`config.mk`:
```
export PLATFORM = sky130hd
export DESIGN_NAME = uart_rx_cfg
export DESIGN_NICKNAME = d
export VERILOG_FILES = /design/src/rtl/uart_pkg.sv /design/src/rtl/uart_rx_sampler.sv /design/src/rtl/uart_rx_cfg.sv
export SDC_FILE = /design/constraint.sdc
export NUM_CORES = 1
export LEC_CHECK = 0
export BUFFER_PORTS_ARGS = -buffer_cell sky130_fd_sc_hd__buf_4
export CORE_UTILIZATION = 58
export DETAILED_ROUTE_END_ITERATION = 10
export HOLD_SLACK_MARGIN = 0.08
export PLACE_DENSITY = 0.87
export SETUP_SLACK_MARGIN = 0.5
export SYNTH_ARGS = -nofsm -noshare
export SYNTH_HDL_FRONTEND = slang
export SYNTH_SLANG_ARGS = --single-unit
```
`constraint.sdc`:
```
create_clock -name clk -period 3.3 [get_ports clk]
set_clock_uncertainty 0.15 [all_clocks]
set_input_delay 0.495 -clock clk [delete_from_list [all_inputs] [get_ports clk]]
set_output_delay 0.495 -clock clk [all_outputs]
set_load 0.01 [all_outputs]
```
`src/rtl/uart_pkg.sv`:
```
// Shared types and helpers for the configurable UART receiver.
package uart_pkg;

    typedef enum logic [1:0] {
        PAR_NONE,
        PAR_EVEN,
        PAR_ODD
    } parity_e;

    typedef enum logic [2:0] {
        ST_IDLE,
        ST_START,
        ST_DATA,
        ST_PARITY,
        ST_STOP,
        ST_BRK_WAIT
    } rx_state_e;

    localparam int MIN_DATA_BITS = 5;

    function automatic logic [3:0] clamp_data_bits(input logic [3:0] cfg, input int max_bits);
        if (int'(cfg) < MIN_DATA_BITS) return 4'(MIN_DATA_BITS);
        if (int'(cfg) > max_bits) return 4'(max_bits);
        return cfg;
    endfunction

    // 2'b11 is treated as "no parity", same as 2'b00.
    function automatic parity_e decode_parity(input logic [1:0] cfg);
        case (cfg)
            2'b01:   return PAR_EVEN;
            2'b10:   return PAR_ODD;
            default: return PAR_NONE;
        endcase
    endfunction

endpackage

```
`src/rtl/uart_rx_sampler.sv`:
```
// RX line synchroniser plus the two-sample history used for 2-of-3 majority voting.
module uart_rx_sampler #(
    parameter int SYNC_STAGES = 2
) (
    input  logic clk,
    input  logic rst,
    input  logic rx,
    input  logic sample_en,
    output logic rx_sync,
    output logic vote
);

    logic [SYNC_STAGES-1:0] sync_q;
    logic [SYNC_STAGES-1:0] sync_d;
    logic [1:0]             samp_q;
    logic [1:0]             samp_d;

    genvar gi;
    generate
        for (gi = 0; gi < SYNC_STAGES; gi++) begin : g_sync
            if (gi == 0) begin : g_first
                assign sync_d[gi] = rx;
            end else begin : g_next
                assign sync_d[gi] = sync_q[gi-1];
            end
        end
    endgenerate

    assign rx_sync = sync_q[SYNC_STAGES-1];

    // Third vote sample is the live synchronised line at the decision tick.
    assign vote = (samp_q[1] & samp_q[0]) | (samp_q[1] & rx_sync) | (samp_q[0] & rx_sync);

    always_comb begin
        samp_d = samp_q;
        if (sample_en) begin
            samp_d = {samp_q[0], rx_sync};
        end
    end

    // Preset to idle-high so reset release never looks like a start edge.
    always_ff @(posedge clk) begin
        if (rst) begin
            sync_q <= '1;
            samp_q <= 2'b11;
        end else begin
            sync_q <= sync_d;
            samp_q <= samp_d;
        end
    end

endmodule

```
`src/rtl/uart_rx_cfg.sv`:
```
// Run-time configurable UART receiver: oversampled, majority-voted, with
// parity/frame/break detection and a valid/ready output register.
module uart_rx_cfg
    import uart_pkg::*;
#(
    parameter int MAX_DATA_BITS = 9,
    parameter int OVERSAMPLE    = 16,
    parameter int SYNC_STAGES   = 2
) (
    input  logic                     clk,
    input  logic                     rst,
    input  logic                     tick,
    input  logic                     rx,
    input  logic                     en,
    input  logic [3:0]               cfg_data_bits,
    input  logic [1:0]               cfg_parity,
    input  logic                     cfg_stop2,
    output logic                     m_valid,
    input  logic                     m_ready,
    output logic [MAX_DATA_BITS-1:0] m_data,
    output logic                     m_parity_err,
    output logic                     m_frame_err,
    output logic                     m_break,
    output logic                     overrun,
    input  logic                     overrun_clr,
    output logic                     busy
);

    localparam int CW = $clog2(OVERSAMPLE);
    localparam int H  = OVERSAMPLE / 2;
    localparam logic [CW-1:0] S_VOTE0 = CW'(H - 1);
    localparam logic [CW-1:0] S_VOTE1 = CW'(H);
    localparam logic [CW-1:0] S_DEC   = CW'(H + 1);
    localparam logic [CW-1:0] S_END   = CW'(OVERSAMPLE - 1);

    rx_state_e                state_q, state_d;
    logic [CW-1:0]            s_cnt_q, s_cnt_d;
    logic [3:0]               bit_cnt_q, bit_cnt_d;
    logic [3:0]               n_bits_q, n_bits_d;
    parity_e                  par_q, par_d;
    logic                     stop2_q, stop2_d;
    logic [MAX_DATA_BITS-1:0] shift_q, shift_d;
    logic                     par_bit_q, par_bit_d;
    logic                     par_err_q, par_err_d;
    logic                     frame_err_q, frame_err_d;

    logic                     m_valid_q, m_valid_d;
    logic [MAX_DATA_BITS-1:0] m_data_q, m_data_d;
    logic                     m_parity_err_q, m_parity_err_d;
    logic                     m_frame_err_q, m_frame_err_d;
    logic                     m_break_q, m_break_d;
    logic                     overrun_q, overrun_d;

    logic rx_sync;
    logic vote;
    logic sample_en;
    logic in_frame;
    logic at_dec;
    logic at_end;
    logic last_data;
    logic last_stop;
    logic par_en;
    logic par_expect;
    logic is_break;
    logic emit;
    logic emit_frame_err;
    logic load;

    uart_rx_sampler #(
        .SYNC_STAGES(SYNC_STAGES)
    ) u_sampler (
        .clk       (clk),
        .rst       (rst),
        .rx        (rx),
        .sample_en (sample_en),
        .rx_sync   (rx_sync),
        .vote      (vote)
    );

    assign in_frame   = (state_q == ST_START) || (state_q == ST_DATA) ||
                        (state_q == ST_PARITY) || (state_q == ST_STOP);
    assign at_dec     = tick && (s_cnt_q == S_DEC);
    assign at_end     = tick && (s_cnt_q == S_END);
    assign last_data  = (bit_cnt_q == n_bits_q - 4'd1);
    assign last_stop  = (bit_cnt_q == {3'b000, stop2_q});
    assign par_en     = (par_q != PAR_NONE);
    assign par_expect = (par_q == PAR_ODD) ? ~(^shift_q) : (^shift_q);
    // Break: all-zero character including parity, seen at the first stop bit.
    assign is_break   = (bit_cnt_q == 4'd0) && !vote && (shift_q == '0) &&
                        !(par_en && par_bit_q);

    always_ff @(posedge clk) begin
        if (rst) begin
            state_q        <= ST_IDLE;
            s_cnt_q        <= '0;
            bit_cnt_q      <= '0;
            n_bits_q       <= 4'(MIN_DATA_BITS);
            par_q          <= PAR_NONE;
            stop2_q        <= 1'b0;
            shift_q        <= '0;
            par_bit_q      <= 1'b0;
            par_err_q      <= 1'b0;
            frame_err_q    <= 1'b0;
            m_valid_q      <= 1'b0;
            m_data_q       <= '0;
            m_parity_err_q <= 1'b0;
            m_frame_err_q  <= 1'b0;
            m_break_q      <= 1'b0;
            overrun_q      <= 1'b0;
        end else begin
            state_q        <= state_d;
            s_cnt_q        <= s_cnt_d;
            bit_cnt_q      <= bit_cnt_d;
            n_bits_q       <= n_bits_d;
            par_q          <= par_d;
            stop2_q        <= stop2_d;
            shift_q        <= shift_d;
            par_bit_q      <= par_bit_d;
            par_err_q      <= par_err_d;
            frame_err_q    <= frame_err_d;
            m_valid_q      <= m_valid_d;
            m_data_q       <= m_data_d;
            m_parity_err_q <= m_parity_err_d;
            m_frame_err_q  <= m_frame_err_d;
            m_break_q      <= m_break_d;
            overrun_q      <= overrun_d;
        end
    end

    always_comb begin
        state_d = state_q;
        if (!en) begin
            state_d = ST_IDLE;
        end else if (tick) begin
            case (state_q)
                ST_IDLE:     if (!rx_sync) state_d = ST_START;
                ST_START: begin
                    if (at_dec && vote) state_d = ST_IDLE;
                    else if (at_end)    state_d = ST_DATA;
                end
                ST_DATA:     if (at_end && last_data) state_d = par_en ? ST_PARITY : ST_STOP;
                ST_PARITY:   if (at_end) state_d = ST_STOP;
                ST_STOP: begin
                    if (at_dec && is_break)       state_d = ST_BRK_WAIT;
                    else if (at_dec && last_stop) state_d = ST_IDLE;
                end
                ST_BRK_WAIT: if (rx_sync) state_d = ST_IDLE;
                default:     state_d = ST_IDLE;
            endcase
        end
    end

    always_comb begin
        busy           = (state_q != ST_IDLE);
        sample_en      = tick && in_frame && ((s_cnt_q == S_VOTE0) || (s_cnt_q == S_VOTE1));
        emit           = en && (state_q == ST_STOP) && at_dec && (is_break || last_stop);
        emit_frame_err = is_break || frame_err_q || !vote;
    end

    always_comb begin
        s_cnt_d     = s_cnt_q;
        bit_cnt_d   = bit_cnt_q;
        n_bits_d    = n_bits_q;
        par_d       = par_q;
        stop2_d     = stop2_q;
        shift_d     = shift_q;
        par_bit_d   = par_bit_q;
        par_err_d   = par_err_q;
        frame_err_d = frame_err_q;

        if (tick && in_frame) begin
            s_cnt_d = at_end ? '0 : s_cnt_q + CW'(1);
        end
        if (state_d == ST_IDLE || state_d == ST_BRK_WAIT) begin
            s_cnt_d = '0;
        end

        // Frame format is captured once per frame; later cfg_* changes are ignored.
        if (state_q == ST_IDLE && state_d == ST_START) begin
            s_cnt_d     = '0;
            bit_cnt_d   = '0;
            n_bits_d    = clamp_data_bits(cfg_data_bits, MAX_DATA_BITS);
            par_d       = decode_parity(cfg_parity);
            stop2_d     = cfg_stop2;
            shift_d     = '0;
            par_bit_d   = 1'b0;
            par_err_d   = 1'b0;
            frame_err_d = 1'b0;
        end

        if (state_q == ST_DATA) begin
            if (at_dec) begin
                for (int i = 0; i < MAX_DATA_BITS; i++) begin
                    if (bit_cnt_q == 4'(i)) shift_d[i] = vote;
                end
            end
            if (at_end) bit_cnt_d = last_data ? 4'd0 : bit_cnt_q + 4'd1;
        end

        if (state_q == ST_PARITY && at_dec) begin
            par_bit_d = vote;
            par_err_d = (vote != par_expect);
        end

        if (state_q == ST_STOP) begin
            if (at_dec) frame_err_d = frame_err_q | ~vote;
            if (at_end) bit_cnt_d = bit_cnt_q + 4'd1;
        end
    end

    // Load when empty or when the held word is leaving this cycle; otherwise drop and flag.
    always_comb begin
        load           = emit && (!m_valid_q || m_ready);
        m_valid_d      = m_valid_q;
        m_data_d       = m_data_q;
        m_parity_err_d = m_parity_err_q;
        m_frame_err_d  = m_frame_err_q;
        m_break_d      = m_break_q;
        if (m_valid_q && m_ready) begin
            m_valid_d = 1'b0;
        end
        if (load) begin
            m_valid_d      = 1'b1;
            m_data_d       = shift_q;
            m_parity_err_d = par_err_q;
            m_frame_err_d  = emit_frame_err;
            m_break_d      = is_break;
        end
        overrun_d = (emit && !load) || (overrun_q && !overrun_clr);
    end

    assign m_valid      = m_valid_q;
    assign m_data       = m_data_q;
    assign m_parity_err = m_parity_err_q;
    assign m_frame_err  = m_frame_err_q;
    assign m_break      = m_break_q;
    assign overrun      = overrun_q;

endmodule

```
Word level (Yosys, flattened, before mapping). Index checks and enable logic that the tools add are counted.

$lt $le $gt $ge: 2. Equal/unequal tests: 25. Add/subtract/negate cells: 3. Multiplexer cells: 50. Bitwise gates (word level): 8. Reduce and logical (&&, ||, !) cells: 46.

Operators with widths (number): two-way mux 4 bit (11); two-way mux 3 bit (11); two-way mux 9 bit (3); two-way mux 1 bit (23); logical AND 1 bit (21); equality test 4 x 3 -> 1 bit, second input constant (5); case mux 3 bit (6 select lines) (1); equality test 4 bit, second input constant (4); logical OR 1 bit (10); equality test 3 bit, second input constant (3); zero test 9 bit (1); parity 9 bit (1); adder 4 x 1 -> 4 bit, second input constant (2); equality test 4 x 2 -> 1 bit, second input constant (2); equality test 3 x 1 -> 1 bit, second input constant (2); equality test 3 x 2 -> 1 bit, second input constant (2); zero test 3 bit (2); nonzero test 2 bit (3); zero test 1 bit (5); equality test 2 bit, second input constant (2); equality test 4 x 1 -> 1 bit (1); equality test 4 x 1 -> 1 bit, second input constant (1); equality test 4 bit (1); greater-than comparator 4 bit, second input constant (1); other kinds (11) (16).

Logic and storage cells: 152. Register bits: 48. Input bits: 14. Output and inout port bits: 15.

Logic depth before layout (Yosys ltp). Gate-level depths: netlist (run 1).

Word-level depth: 19. Depth in mapped cells: 11. Gate-level depth less buffers: 9.

By module. From an unflattened synthesis (run 1), not the netlist that was laid out.

Cells, all modules: 311. Area, all modules: 2660.1 µm².

Modules (own cells, without submodules): uart_rx_cfg (sequential area each 880.8 µm², area each 2527.4 µm², cells an instance 300, times used 1); uart_rx_sampler (sequential area each 80.1 µm², area each 132.6 µm², cells an instance 11, times used 1).

Least setup slack after synthesis (run 1). OpenSTA, ideal clock, no wires.

Kind: reg-to-reg. Start: register bit_cnt_q[0]. End: register s_cnt_q[0]. Period minus slack after synthesis: 2.597 ns. Data required time: 3.017 ns. Buffers on the path: 1. Cell stages (with the launch flop): 11. Setup time: 0.133 ns. Setup slack: 0.703 ns. Arrival: 2.314 ns. Cells stage by stage: dfxtp_1 > clkbuf_1 > inv_1 > ha_1 > or4b_4 > a2111oi_4 > nand3b_1 > a221oi_1 > or2_1 > a211oi_2 > nor3_1.

Word-level cells in the longest chain between the ends: 12. Elaborated cells between the ends (all ways): 21. Classes of those cells: eq/ne (4); mux (6); reduce/logical (11).

Ends and longest elaborated chain: start, declared (RTL line uart_rx_cfg.sv:38) `logic [3:0] bit_cnt_q, bit_cnt_d;`; start signal, assigned (RTL line uart_rx_cfg.sv:113) `bit_cnt_q <= bit_cnt_d;`; zero test 4 bit (RTL line uart_rx_cfg.sv:89) `assign is_break = (bit_cnt_q == 4'd0) && !vote && (shift_q == '0) &&`; logical AND 1 bit (3 in a row) (RTL line uart_rx_cfg.sv:89); logical AND 1 bit (RTL line uart_rx_cfg.sv:144) `if (at_dec && is_break) state_d = ST_BRK_WAIT;`; two-way mux 3 bit (RTL line uart_rx_cfg.sv:144); case mux 3 bit (6 select lines) (*) (RTL line uart_rx_cfg.sv:135) `case (state_q)`; two-way mux 3 bit (*) (RTL line uart_rx_cfg.sv:134) `end else if (tick) begin`; two-way mux 3 bit (*) (RTL line uart_rx_cfg.sv:132) `if (!en) begin`; equality test 3 bit, or another cell as far along (RTL line uart_rx_cfg.sv:174) `if (state_d == ST_IDLE || state_d == ST_BRK_WAIT) begin`; logical OR 1 bit / logical AND 1 bit (equally long branches) (RTL line uart_rx_cfg.sv:174, uart_rx_cfg.sv:179); OR reduction 3 bit (no line) (*); end signal, assigned (RTL line uart_rx_cfg.sv:112) `s_cnt_q <= s_cnt_d;`; end, declared (RTL line uart_rx_cfg.sv:37) `logic [CW-1:0] s_cnt_q, s_cnt_d;`.

Mark *: on every way between the ends. The rest lies on a longest branch, timed or not. A chain may end at the register's enable or synchronous reset.

Final worst setup path (run 1).
Start: register bit_cnt_q[0]. End: register s_cnt_q[2].

Same word-level chain as after synthesis.

==> metrics.yaml, run 1 <==
worst_setup_path:
  reg2regPathDepth: 9
  worstReg2RegStart: "bit_cnt_q[0]"
  cp-startpoint: "bit_cnt_q[0]"
  rrSetupSlack_ps: 550
  crit_type: "reg2reg"
  path_max_fanout: 8
  critPathLaunchType: "flop"
  endpoint_kind: "flop"
  cp.required_ps: 3320
  rr_endpoint: "s_cnt_q[2]"
  arrival_ps: 2770
  crit_path_end: "s_cnt_q[2]"
yosys:
  synth_cells: 306
  synthTopCellsByArea: "dfxtp_1 37%, mux2i_1 6.1%, ha_1 5.7%"
  synth_warnings: 0
  synth_ff_type: "dfxtp_1"
  synth-seq-cells: 48
  synth_edf_count: 0
  yosysSeqAreaShare: 0.3659
  synth_cell_types: 55
  synth_top_cell_by_area: "dfxtp_1"
  synth_top_area_share: 0.3659
  syn_area_per_cell_um2: 8.583
  async_reset_ff_frac: 0
  synth.net_count: 332
  syn_area_mm2: 0.002626
clock_network:
  numCtsBuffers: 5
  htree_levels: 2
  tritoncts: "built"
  cts_buffer_depth: 2
  cts-hold-fix-buffers: 0
  clk_pin_slew_worst_paths_ps: 90
  clock-sinks: 48
  clk-insertion-delay-late_ps: 310
  clockRootBuffer: "clkbuf_8"
detailed_routing:
  vias: 2267
  drt-total-wl_um: 5629
  vias_per_cell: 5.966
  drt_first_pass_iters: 4
  drt_iter0_drc: 139
  ant_nets: 0
  wire_per_inst_um: 14.81
  drc: 0
timing:
  finalMaxSlewViolations: 0
  worstMarginPinSlew_ps: 924.6
  fin_ws_ps: 551.6
  rsz0062_at_grt: "no"
  max_freq_mhz: 363.9
  slew_headroom: 0.3771
  finalCritPeriodShare: 0.8328
  setup_tns_ps: 0
  setup_violations: 0
  finalCriticalPeriod_ps: 2748
  report.final.hold_viol_count: 0
power:
  power_density_mw_per_mm2: 343.4
  leakage_uw: 0.001105
  irDropWorstVdd_uv: 245.2
  design_power_total_uw: 1029
global_routing:
  track_usage: 0.2308
  antenna_found_initial: 0
  grt_pass1_wl_um: 9197
  grt_remaining_overflow: 0
  grt_start_max_net_pins: 49
  grt_pass1_vias: 2102
finish:
  area_delta_synth_final_pct: 14.10
  final_core_util: 0.6882
  drive_above_1_share: 0.1860
  n_antenna_cell: 0
  fin_nets: 353
  nFillCells: 337
worst_hold_path:
  hp-class: "in2reg"
placement:
  gp_congestion: 0.8234
  post-place-ws_ps: 512.6
  io_buffers: 28
  dp_hpwl_um: 3819
floorplan:
  core_mm2: 0.004354
  rows: 24
  die-area_mm2: 0.004801
  die_h_um: 69.29
  start_util: 0.6032
  die_w_um: 69.29
  ios: 29
outcome:
  status: "finished clean"
job:
  max_cap_violations: 0
==> metrics by stage <==
step / hold slack, ps / instances / instance area, um^2
floorplan: 239.5 / 306 / 2626
global placement: 245.6 / 370 / 2816
detailed placement: 256.0 / 370 / 2816
CTS: 225.8 / 378 / 2918
global route: 220.2 / 380 / 2997
finish: 224.5 / 380 / 2997
==> repair_timing <==
item                                    4_1_cts  5_1_grt
pin swaps                                     0        5
setup buffers                                 0        2
gates resized for setup                       1       16
gates cloned                                  0        0
endpoints found under the setup margin        1       30
==> final cells by class <==
| cell class | count | area [um^2] | area share |
|---|---|---|---|
| clock buffers | 6 | 82.58 | 0.02756 |
| flip-flops and latches | 48 | 968.4 | 0.3232 |
| multi-input cells | 221 | 1550 | 0.5173 |
| inverters | 19 | 71.32 | 0.02380 |
| clock inverters | 2 | 15.01 | 0.005010 |
| well taps | 52 | 65.06 | 0.02171 |
| repair buffers | 32 | 244.0 | 0.08142 |
==> flip-flops by register name, summed over array words and instances (netlist names), 2 cells and up <==
name and count:
state_q 3, par_q 2, shift_q 9, s_cnt_q 4, u_sampler.sync_q 2, n_bits_q 4
m_data 9, u_sampler.samp_q 2, bit_cnt_q 4
==> power breakdown <==
group / switching, uW / internal [uW] / leakage [uW] / total [uW]
Sequential: 7.62 / 581 / 0.000389 / 589
Clock: 203 / 170 / 0.0000434 / 373
Combinational: 37.6 / 29.9 / 0.000672 / 67.5
Total: 248 / 781 / 0.00110 / 1030
==> worst max-delay path, cell delays in order, from the launching register on <==
cell and delay [ps]:
dfxtp_4 380, inv_2 90, ha_4 140, or4b_4 460, a2111oi_4 380, nand3b_1 200, a221oi_2 80, or2_1 300
a211oi_4 350, nor3_1 80
==> cells in the mapped netlist (all sizes together) (2+ instances only) <==
cell type,instances
dfxtp,48
nor2,36
a21oi,21
inv,19
nand3,18
mux2i,16
nand2,15
ha,12
clkbuf,11
nor3,10
o21ai,9
xnor2,9
buf,7
nor3b,6
and3,5
a211o,4
nand2b,4
nor2b,4
or2,4
xor2,4
a211oi,3
a22oi,3
nand3b,3
nand4,3
a21boi,2
a31oi,2
and2,2
nor4,2
o211ai,2
o311ai,2
or3,2
or4,2
==> cells by family after synthesis <==
logic type      Yosys count  synth area share
mux                      17           0.06527
fa+ha+maj                13           0.06098
xor+xnor                 14           0.05193
compound gates           58            0.1567
flops                    48            0.3659
simple gates            119            0.2339
buf+inv                  37           0.06527
==> routing by layer <==
metal	GRT usage	part of all wire	vias to the layer above
met1	0.2881	0.44	1072
met5	0	0	-
met3	0.03343	0.044	11
met2	0.3959	0.50	70
met4	0.09751	0.015	0
li1	-	-	1114
==> cells in the final DEF, fill, tap and decap left out, types with 3 or more instances in the layout <==
| master | netlist | routed |
|---|---|---|
| dfxtp_1 | 48 | 46 |
| nor2_1 | 36 | 36 |
| buf_4 | 1 | 31 |
| a21oi_1 | 21 | 21 |
| nand3_1 | 18 | 18 |
| inv_1 | 19 | 17 |
| mux2i_1 | 16 | 16 |
| nand2_1 | 15 | 15 |
| ha_1 | 12 | 11 |
| xnor2_1 | 9 | 9 |
| o21ai_0 | 8 | 8 |
| nor3_1 | 10 | 7 |
| clkbuf_8 | 0 | 6 |
| nor3b_1 | 5 | 5 |
| and3_1 | 5 | 5 |
| xor2_1 | 4 | 4 |
| nand2b_1 | 4 | 4 |
| nor2b_1 | 4 | 4 |
| a211o_1 | 4 | 4 |
| or2_2 | 3 | 3 |
| nand4_1 | 3 | 3 |
| nand3b_1 | 3 | 3 |
| nor3_2 | 0 | 3 |
| a22oi_1 | 3 | 3 |
==> worst min path at each step <==
stage,endpoint,slack [ps],start,cells past startpoint
6_report,u_sampler.sync_q[0],220,rx,2
4_1_cts,u_sampler.sync_q[0],230,rx,2
5_1_grt,u_sampler.sync_q[0],220,rx,2
3_5_place_dp,u_sampler.sync_q[1],260,u_sampler.sync_q[0],1
2_1_floorplan,u_sampler.sync_q[1],240,u_sampler.sync_q[0],1
3_3_place_gp,u_sampler.sync_q[1],250,u_sampler.sync_q[0],1
Power figures use the tool's default switching activity.
==> run 2, diff against run 1 <==
--- a/config.mk
+++ b/config.mk
@@ -5,6 +5,7 @@
 export SDC_FILE = /design/constraint.sdc
 export NUM_CORES = 1
 export LEC_CHECK = 0
+export ABC_AREA = 1
 export BUFFER_PORTS_ARGS = -buffer_cell sky130_fd_sc_hd__buf_4
 export CORE_UTILIZATION = 58
 export DETAILED_ROUTE_END_ITERATION = 10
==> constraint.sdc (replaced) <==
create_clock -name clk -period 2.8 [get_ports clk]
set_clock_uncertainty 0.15 [all_clocks]
set_input_delay 0.42 -clock clk [delete_from_list [all_inputs] [get_ports clk]]
set_output_delay 0.42 -clock clk [all_outputs]
set_load 0.01 [all_outputs]
==> run 2 against run 1 <==
Net effect: critical path depth grew 8; sequential power grew 17%; total power grew 29%; clock power grew 46%; setup slack lost 160 ps; utilization grew 7.1 points; final area grew 12%; maximum frequency grew 14%.
==> metrics.yaml, run 2 <==
outcome:
  status: "finished clean"  # unchanged
timing:
  setup_tns_ps: 0  # unchanged
  max_freq_mhz: 415.5  # was 363.9 MHz
  rsz0062_at_grt: "yes"  # was no
  finalMaxSlewViolations: 0  # unchanged
  worstMarginPinSlew_ps: 685.9  # was 924.6 ps
  finalCriticalPeriod_ps: 2407  # was 2748 ps
  setup_violations: 0  # unchanged
  slew_headroom: 0.5422  # was 0.3771
  finalCritPeriodShare: 0.8596  # was 0.8328
  report.final.hold_viol_count: 0  # unchanged
worst_setup_path:
  endpoint_kind: "flop"  # unchanged
  path_depth: 17  # was 9
  critPathLaunchType: "flop"  # unchanged
  slowest_stage: "dfxtp_2"  # was or4b_4
  worst_path_most_repeated_cell: "nand2_1"
  rr_endpoint: "shift_q[0]"  # was s_cnt_q[2]
  arrival_ps: 2450  # was 2770 ps
  worstReg2RegStart: "n_bits_q[1]"  # was bit_cnt_q[0]
  crit_type: "reg2reg"  # unchanged
  path_cells: "inv_4, ha_4, nand2_2, inv_2, nor2_1, nand2_1, nor2_4, nand4_4, nand2_1, inv_1, nand2_1, nand2_2, nand2_4, nand4_4, buf_6, nand3_1, a21oi_1"  # was inv_2, ha_4, or4b_4, a2111oi_4, nand3b_1, a221oi_2, or2_1, a211oi_4, nor3_1
  cpPeakStageDelay_ps: 350  # was 460 ps
  cp.required_ps: 2840  # was 3320 ps
  crit_buf_inv: 4  # was 1
  reg2regPathDepth: 17  # was 9
  path_max_fanout: 7  # was 8
  cp_top_family: "simple AND/OR/NAND/NOR gates"  # unchanged
  rrSetupSlack_ps: 390  # was 550 ps
finish:
  n_antenna_cell: 0  # unchanged
  mostFrequentLayoutCell: "nand2_1"  # was dfxtp_1
  fin_nets: 454  # was 353
  register_area_um2: 967.2  # was 968.4 um^2
  area_delta_synth_final_pct: 23.59  # was 14.10%
  design_area_mm2: 0.003349  # was 0.002997 mm^2
  layout_common_cells: "66 x nand2_1, 51 x inv_1, 43 x dfxtp_1, 36 x nor2_1, 36 x buf_4"  # was 46 x dfxtp_1, 36 x nor2_1, 31 x buf_4, 21 x a21oi_1, 18 x nand3_1
  nFillCells: 309  # was 337
  drive_above_1_share: 0.2704  # was 0.1860
  multi_input_area_mm2: 0.001623  # was 0.001550 mm^2
clock_network:
  clockRootBuffer: "clkbuf_8"  # unchanged
  tritoncts: "built"  # unchanged
  cts-hold-fix-buffers: 0  # unchanged
  numCtsBuffers: 5  # unchanged
  cts_buffer_depth: 2  # unchanged
  clk_pin_slew_worst_paths_ps: 90  # about the same
  clock-sinks: 48  # unchanged
  clk-insertion-delay-late_ps: 310  # about the same
  htree_levels: 2  # unchanged
power:
  pwr-share-clk: 0.409  # was 0.362
  power_density_mw_per_mm2: 396.8  # was 343.4 mW/mm^2
  p_seq_frac: 0.520  # was 0.572
  leakage_uw: 0.001378  # was 0.001105 uW
  power.switching_uw: 314.8  # was 248.3 uW
  p_int_uw: 1014  # was 780.9 uW
  p_comb_frac: 0.072  # was 0.066
  switching_share: 0.2368  # was 0.2412
  irDropWorstVdd_uv: 336.3  # was 245.2 uV
detailed_routing:
  drt-total-wl_um: 7280  # was 5629 um
  vias: 2895  # was 2267
  drt_iter0_drc: 294  # was 139
  ant_nets: 0  # unchanged
  wire_per_inst_um: 15.14  # was 14.81 um
  drt_first_pass_iters: 6  # was 4
  drc: 0  # unchanged
  vias_per_cell: 6.019  # was 5.966
worst_hold_path:
  hold_end: "u_sampler.sync_q[0]"  # unchanged
  hold_start: "rx"  # unchanged
  hp-class: "in2reg"  # unchanged
  hold_path_depth: 2  # unchanged
yosys:
  synth_top_area_share: 0.3546  # was 0.3659
  synth-seq-cells: 48  # unchanged
  synth-adder-area-share: 0.05540  # was 0.06098
  async_reset_ff_frac: 0  # unchanged
  synth_cell_types: 36  # was 55
  synthMuxAreaShare: 0  # was 0.06527
  synth_cells: 390  # was 306
  synth_most_common_cell: "nand2_1"  # was dfxtp_1
  syn_area_mm2: 0.002710  # was 0.002626 mm^2
  synth_top_cell_by_area: "dfxtp_1"  # unchanged
  synth_xor_area_frac: 0.02909  # was 0.05193
  synth.net_count: 416  # was 332
  synth_compound_gate_area_share: 0.1551  # was 0.1567
  yosys.area_share.simple: 0.2936  # was 0.2339
  syn_area_per_cell_um2: 6.949  # was 8.583 um^2
  synth_edf_count: 0  # unchanged
  synthTopCellsByCount: "70 x nand2_1, 55 x inv_1, 48 x dfxtp_1, 40 x a21oi_1, 40 x nand3_1"  # was 48 x dfxtp_1, 36 x nor2_1, 21 x a21oi_1, 19 x inv_1, 18 x nand3_1
  synth_top_family_by_area: "simple AND/OR/NAND/NOR gates"  # unchanged
  synth_ff_type: "dfxtp_1"  # unchanged
  synth_warnings: 0  # unchanged
  synthTopCellsByArea: "dfxtp_1 35%, nand2_1 9.7%, inv_1 7.6%"  # was dfxtp_1 37%, mux2i_1 6.1%, ha_1 5.7%
  yosysSeqAreaShare: 0.3546  # was 0.3659
placement:
  gp_congestion: 0.9446  # was 0.8234
  postPlaceCellArea_mm2: 0.002938  # was 0.002816 mm^2
  io_buffers: 28  # unchanged
  dp_hpwl_um: 4457  # was 3819 um
global_routing:
  antenna_found_initial: 0  # unchanged
  grt_start_max_net_pins: 26  # was 49
  grt_remaining_overflow: 0  # unchanged
  grt_pass1_wl_um: 11650  # was 9197 um
  grt_pass1_vias: 2622  # was 2102
  track_usage: 0.2873  # was 0.2308
floorplan:
  rows: 24  # unchanged
  die_w_um: 70.36  # was 69.29 um
  ios: 29  # unchanged
  die_h_um: 70.36  # was 69.29 um
  start_util: 0.6139  # was 0.6032
  die-area_mm2: 0.004950  # was 0.004801 mm^2
  core_mm2: 0.004414  # was 0.004354 mm^2
job:
  max_cap_violations: 0  # unchanged
==> run 2: cell count changes after synthesis, moves of 6 or more <==
cell,before,now
inv_1,19,55
o21ai_0,8,24
nor3_1,10,4
nand2_1,15,70
a21oi_1,21,40
xnor2_1,9,2
nand3_1,18,40
mux2i_1,16,0
==> run 2: cell type report <==
cell class,count,area share
Clock buffer,6,0.02465
Clock inverter,2,0.01158
Inverter,61,0.07135
Multi-Input combinational cell,270,0.4845
Sequential cell,48,0.2888
Tap cell,52,0.01942
Timing Repair Buffer,42,0.09974
==> run 2: layer usage <==
metal / up-vias / track usage / routed length, um
met1: 1348 / 0.3582 / 2907
met4: 0 / 0.09333 / 202
met3: 32 / 0.05195 / 578
met2: 172 / 0.4963 / 3592
met5: - / 0 / 0
li1: 1343 / - / -
==> run 2: logic make-up after synthesis <==
family | count (synthesis)
and+or+nand+nor | 171
AOI/OAI and AO/OA | 77
buffers and inverters | 73
DFF | 48
adders and majority gates | 12
xor gates and xnor gates | 9
==> run 2: worst max path at each step <==
| stage | startpoint | end | slack, ps |
|---|---|---|---|
| after floorplan | n_bits_q[0] | n_bits_q[0] | 630 |
| after global placement | n_bits_q[0] | shift_q[5] | 320 |
| after detailed placement | n_bits_q[0] | shift_q[7] | 260 |
| after CTS | shift_q[2] | shift_q[7] | 510 |
| after global routing | n_bits_q[1] | n_bits_q[2] | 280 |
| final | n_bits_q[1] | shift_q[0] | 390 |
==> run 2: repair_timing <==
action,4_1_cts,5_1_grt
setup endpoints to repair,27,34
gates resized for setup,18,38
cloned,2,1
buffers inserted,8,1
pin swaps,6,6
==> run 2: power groups by stage <==
stage / Combinational [uW] / Clock [uW] / Sequential [uW]
CTS: 87.3 / 540 / 690
floorplan: 50.4 / 0 / 706
global route: 104 / 562 / 691
global placement: 75.9 / 0 / 706
detailed placement: 78.1 / 0 / 706
finish: 95.5 / 543 / 691
==> run 2: through the flow <==
stage	total power, uW	util	std cells	setup WS (ps)	hold slack [ps]
2_1_floorplan	755.9	-	390	626.4	239.5
3_3_place_gp	782.1	0.6655	461	320.3	249.5
3_5_place_dp	784.4	0.6655	461	264.8	251.1
4_1_cts	1318	0.7239	479	505.0	152.3
5_1_grt	1357	0.7588	481	282.4	149.0
6_report	1329	0.7588	481	393.0	152.3
==> run 3, diff against run 2 <==
--- a/config.mk
+++ b/config.mk
@@ -7,10 +7,11 @@
 export LEC_CHECK = 0
 export ABC_AREA = 1
 export BUFFER_PORTS_ARGS = -buffer_cell sky130_fd_sc_hd__buf_4
-export CORE_UTILIZATION = 58
+export CORE_UTILIZATION = 45
 export DETAILED_ROUTE_END_ITERATION = 10
+export GPL_TIMING_DRIVEN = 1
 export HOLD_SLACK_MARGIN = 0.08
-export PLACE_DENSITY = 0.87
+export PLACE_DENSITY = 0.72
 export SETUP_SLACK_MARGIN = 0.5
 export SYNTH_ARGS = -nofsm -noshare
 export SYNTH_HDL_FRONTEND = slang
==> run 3 against run 2 <==
Net effect: critical path depth down 5; hold slack worse by 6.3 ps; cell count rose by 3.7%; setup slack better by 90 ps; wire length fell by 14%; clock power shrank 18%; first-iteration DRC count decreased by 58%.
==> metrics.yaml, run 3 (synthesis gave the netlist of run 2 again) <==
outcome:
  status: "finished clean"  # unchanged
worst_setup_path:
  slowest_stage: "dfxtp_1"  # was dfxtp_2
  worstReg2RegStart: "s_cnt_q[0]"  # was n_bits_q[1]
  reg2regPathDepth: 12  # was 17
  path_cells: "ha_2, nand4_4, nand2_1, a21boi_1, nand4_1, nand2_2, nand4_4, buf_6, nand2_1, nand2_1, nand2_1, a21oi_2"  # was inv_4, ha_4, nand2_2, inv_2, nor2_1, nand2_1, nor2_4, nand4_4, nand2_1, inv_1, nand2_1, nand2_2, nand2_4, nand4_4, buf_6, nand3_1, a21oi_1
  cpPeakStageDelay_ps: 410  # was 350 ps
  cp-startpoint: "s_cnt_q[0]"  # was n_bits_q[1]
  endpoint_kind: "flop"  # unchanged
  arrival_ps: 2360  # was 2450 ps
  critPathLaunchType: "flop"  # unchanged
  cp.required_ps: 2850  # was 2840 ps
  crit_type: "reg2reg"  # unchanged
  path_max_fanout: 6  # was 7
  worst_path_most_repeated_cell: "nand2_1"  # unchanged
floorplan:
  rows: 27  # was 24
  die_w_um: 79.61  # was 70.36 um
  start_util: 0.4804  # was 0.6139
  ios: 29  # unchanged
  die_h_um: 79.61  # was 70.36 um
  die-area_mm2: 0.006337  # was 0.004950 mm^2
  core_mm2: 0.005642  # was 0.004414 mm^2
detailed_routing:
  drt-total-wl_um: 6252  # was 7280 um
  drt_iter0_drc: 123  # was 294
  vias_per_cell: 5.168  # was 6.019
  drt_first_pass_iters: 4  # was 6
  wire_per_inst_um: 12.53  # was 15.14 um
  vias: 2579  # was 2895
  drc: 0  # unchanged
  ant_nets: 0  # unchanged
timing:
  max_freq_mhz: 431.7  # was 415.5 MHz
  setup_violations: 0  # unchanged
  report.final.hold_viol_count: 0  # unchanged
  rsz0062_at_grt: "yes"  # unchanged
  finalCritPeriodShare: 0.8274  # was 0.8596
  finalCriticalPeriod_ps: 2317  # was 2407 ps
  worstMarginPinSlew_ps: 619.4  # was 685.9 ps
  finalMaxSlewViolations: 0  # unchanged
  slew_headroom: 0.5866  # was 0.5422
  setup_tns_ps: 0  # unchanged
worst_hold_path:
  hold_path_depth: 2  # unchanged
  hold_start: "rx"  # unchanged
  hp-class: "in2reg"  # unchanged
finish:
  mostFrequentLayoutCell: "nand2_1"  # unchanged
  layout_common_cells: "66 x nand2_1, 51 x inv_1, 44 x dfxtp_1, 40 x nand3_1, 39 x nor2_1"  # was 66 x nand2_1, 51 x inv_1, 43 x dfxtp_1, 36 x nor2_1, 36 x buf_4
  nFillCells: 544  # was 309
  fin_nets: 452  # was 454
  register_area_um2: 968.4  # was 967.2 um^2
  drive_above_1_share: 0.2178  # was 0.2704
  n_antenna_cell: 0  # unchanged
  area_delta_synth_final_pct: 18.93  # was 23.59%
  multi_input_area_mm2: 0.001521  # was 0.001623 mm^2
clock_network:
  numCtsBuffers: 5  # unchanged
  clk-insertion-delay-late_ps: 310  # about the same
  tritoncts: "built"  # unchanged
  cts-hold-fix-buffers: 0  # unchanged
  clk_pin_slew_worst_paths_ps: 90  # about the same
  clockRootBuffer: "clkbuf_8"  # unchanged
  htree_levels: 2  # unchanged
  cts_buffer_depth: 2  # unchanged
  clock-sinks: 48  # unchanged
global_routing:
  grt_pass1_vias: 2436  # was 2622
  track_usage: 0.2146  # was 0.2873
  grt_pass1_wl_um: 10820  # was 11650 um
  antenna_found_initial: 0  # unchanged
  grt_remaining_overflow: 0  # unchanged
  grt_start_max_net_pins: 26  # unchanged
job:
  max_cap_violations: 0  # unchanged
power:
  leakage_uw: 0.001346  # was 0.001378 uW
  design_power_total_uw: 1227  # was 1329 uW
  power_density_mw_per_mm2: 380.6  # was 396.8 mW/mm^2
  irDropWorstVdd_uv: 232.6  # was 336.3 uV
placement:
  io_buffers: 28  # unchanged
  dp_hpwl_um: 4444  # was 4457 um
  gp_congestion: 0.8679  # was 0.9446
run 3: cell count changes in the layout (fill, tap and decap cells not counted), sizes merged:
cell      change
buf           -1
bufinv        -1
clkbuf        -1
clkinvlp      +2
inv           -1
run 3: stage by stage:
stage	utilization	hold WS (ps)	std cells	instance area (um^2)	worst slack (ps)
after global routing	0.5713	141.5	499	3223	289.7
after CTS	0.5622	137.0	497	3172	501.3
after global placement	0.5252	243.3	481	2963	274.4
after detailed placement	0.5252	245.7	481	2963	222.9
after floorplan	-	239.5	390	2710	626.4
final	0.5713	146.0	499	3223	483.4
run 3: layer usage:
layer	global-route usage	part of all wire	vias to the layer above	wire (um)
li1	-	-	1342	-
met1	0.2699	0.47	1188	2948
met2	0.3752	0.49	38	3047
met3	0.03657	0.026	11	163
met4	0.05636	0.015	0	93
met5	0	0	-	0
run 3: cell type report:
cell class / instances / area share
timing repair buffer: 40 / 0.09550
sequential: 48 / 0.3005
tap: 72 / 0.02795
multi-input combinational: 270 / 0.4721
inverter: 61 / 0.07376
clock buffer: 6 / 0.02562
clock inverter: 2 / 0.004658
run 3: worst paths after layout:
path	endpoint	slack (ps)
worst max-delay path	bit_cnt_q[3]	480
worst min-delay path	u_sampler.sync_q[0]	150
worst max register to register	bit_cnt_q[3]	480
worst min register to register	u_sampler.sync_q[1]	270
run 3: worst max-delay path: cells and delay by family (launching register included):
| kind | cells | cell delay, ps |
|---|---|---|
| buffers and inverters | 1 | 170 |
| adders and majority gates | 1 | 250 |
| and+or+nand+nor | 8 | 960 |
| DFF | 1 | 410 |
| AOI/OAI and AO/OA | 2 | 260 |
run 3: timing repair:
| item | in CTS | in global routing |
|---|---|---|
| pin swaps | 5 | 5 |
| gates resized for setup | 16 | 15 |
| hold endpoints to repair | 0 | 0 |
| setup endpoints to repair | 27 | 27 |
| setup buffers | 7 | 2 |
| gates cloned | 1 | 0 |
run 3: report_power, final:
part | switching, uW | internal [uW] | total, uW
clock network | 245 | 200 | 445
logic | 56.4 | 35.1 | 91.5
registers | 3.55 | 686 | 690
total | 305 | 922 | 1230
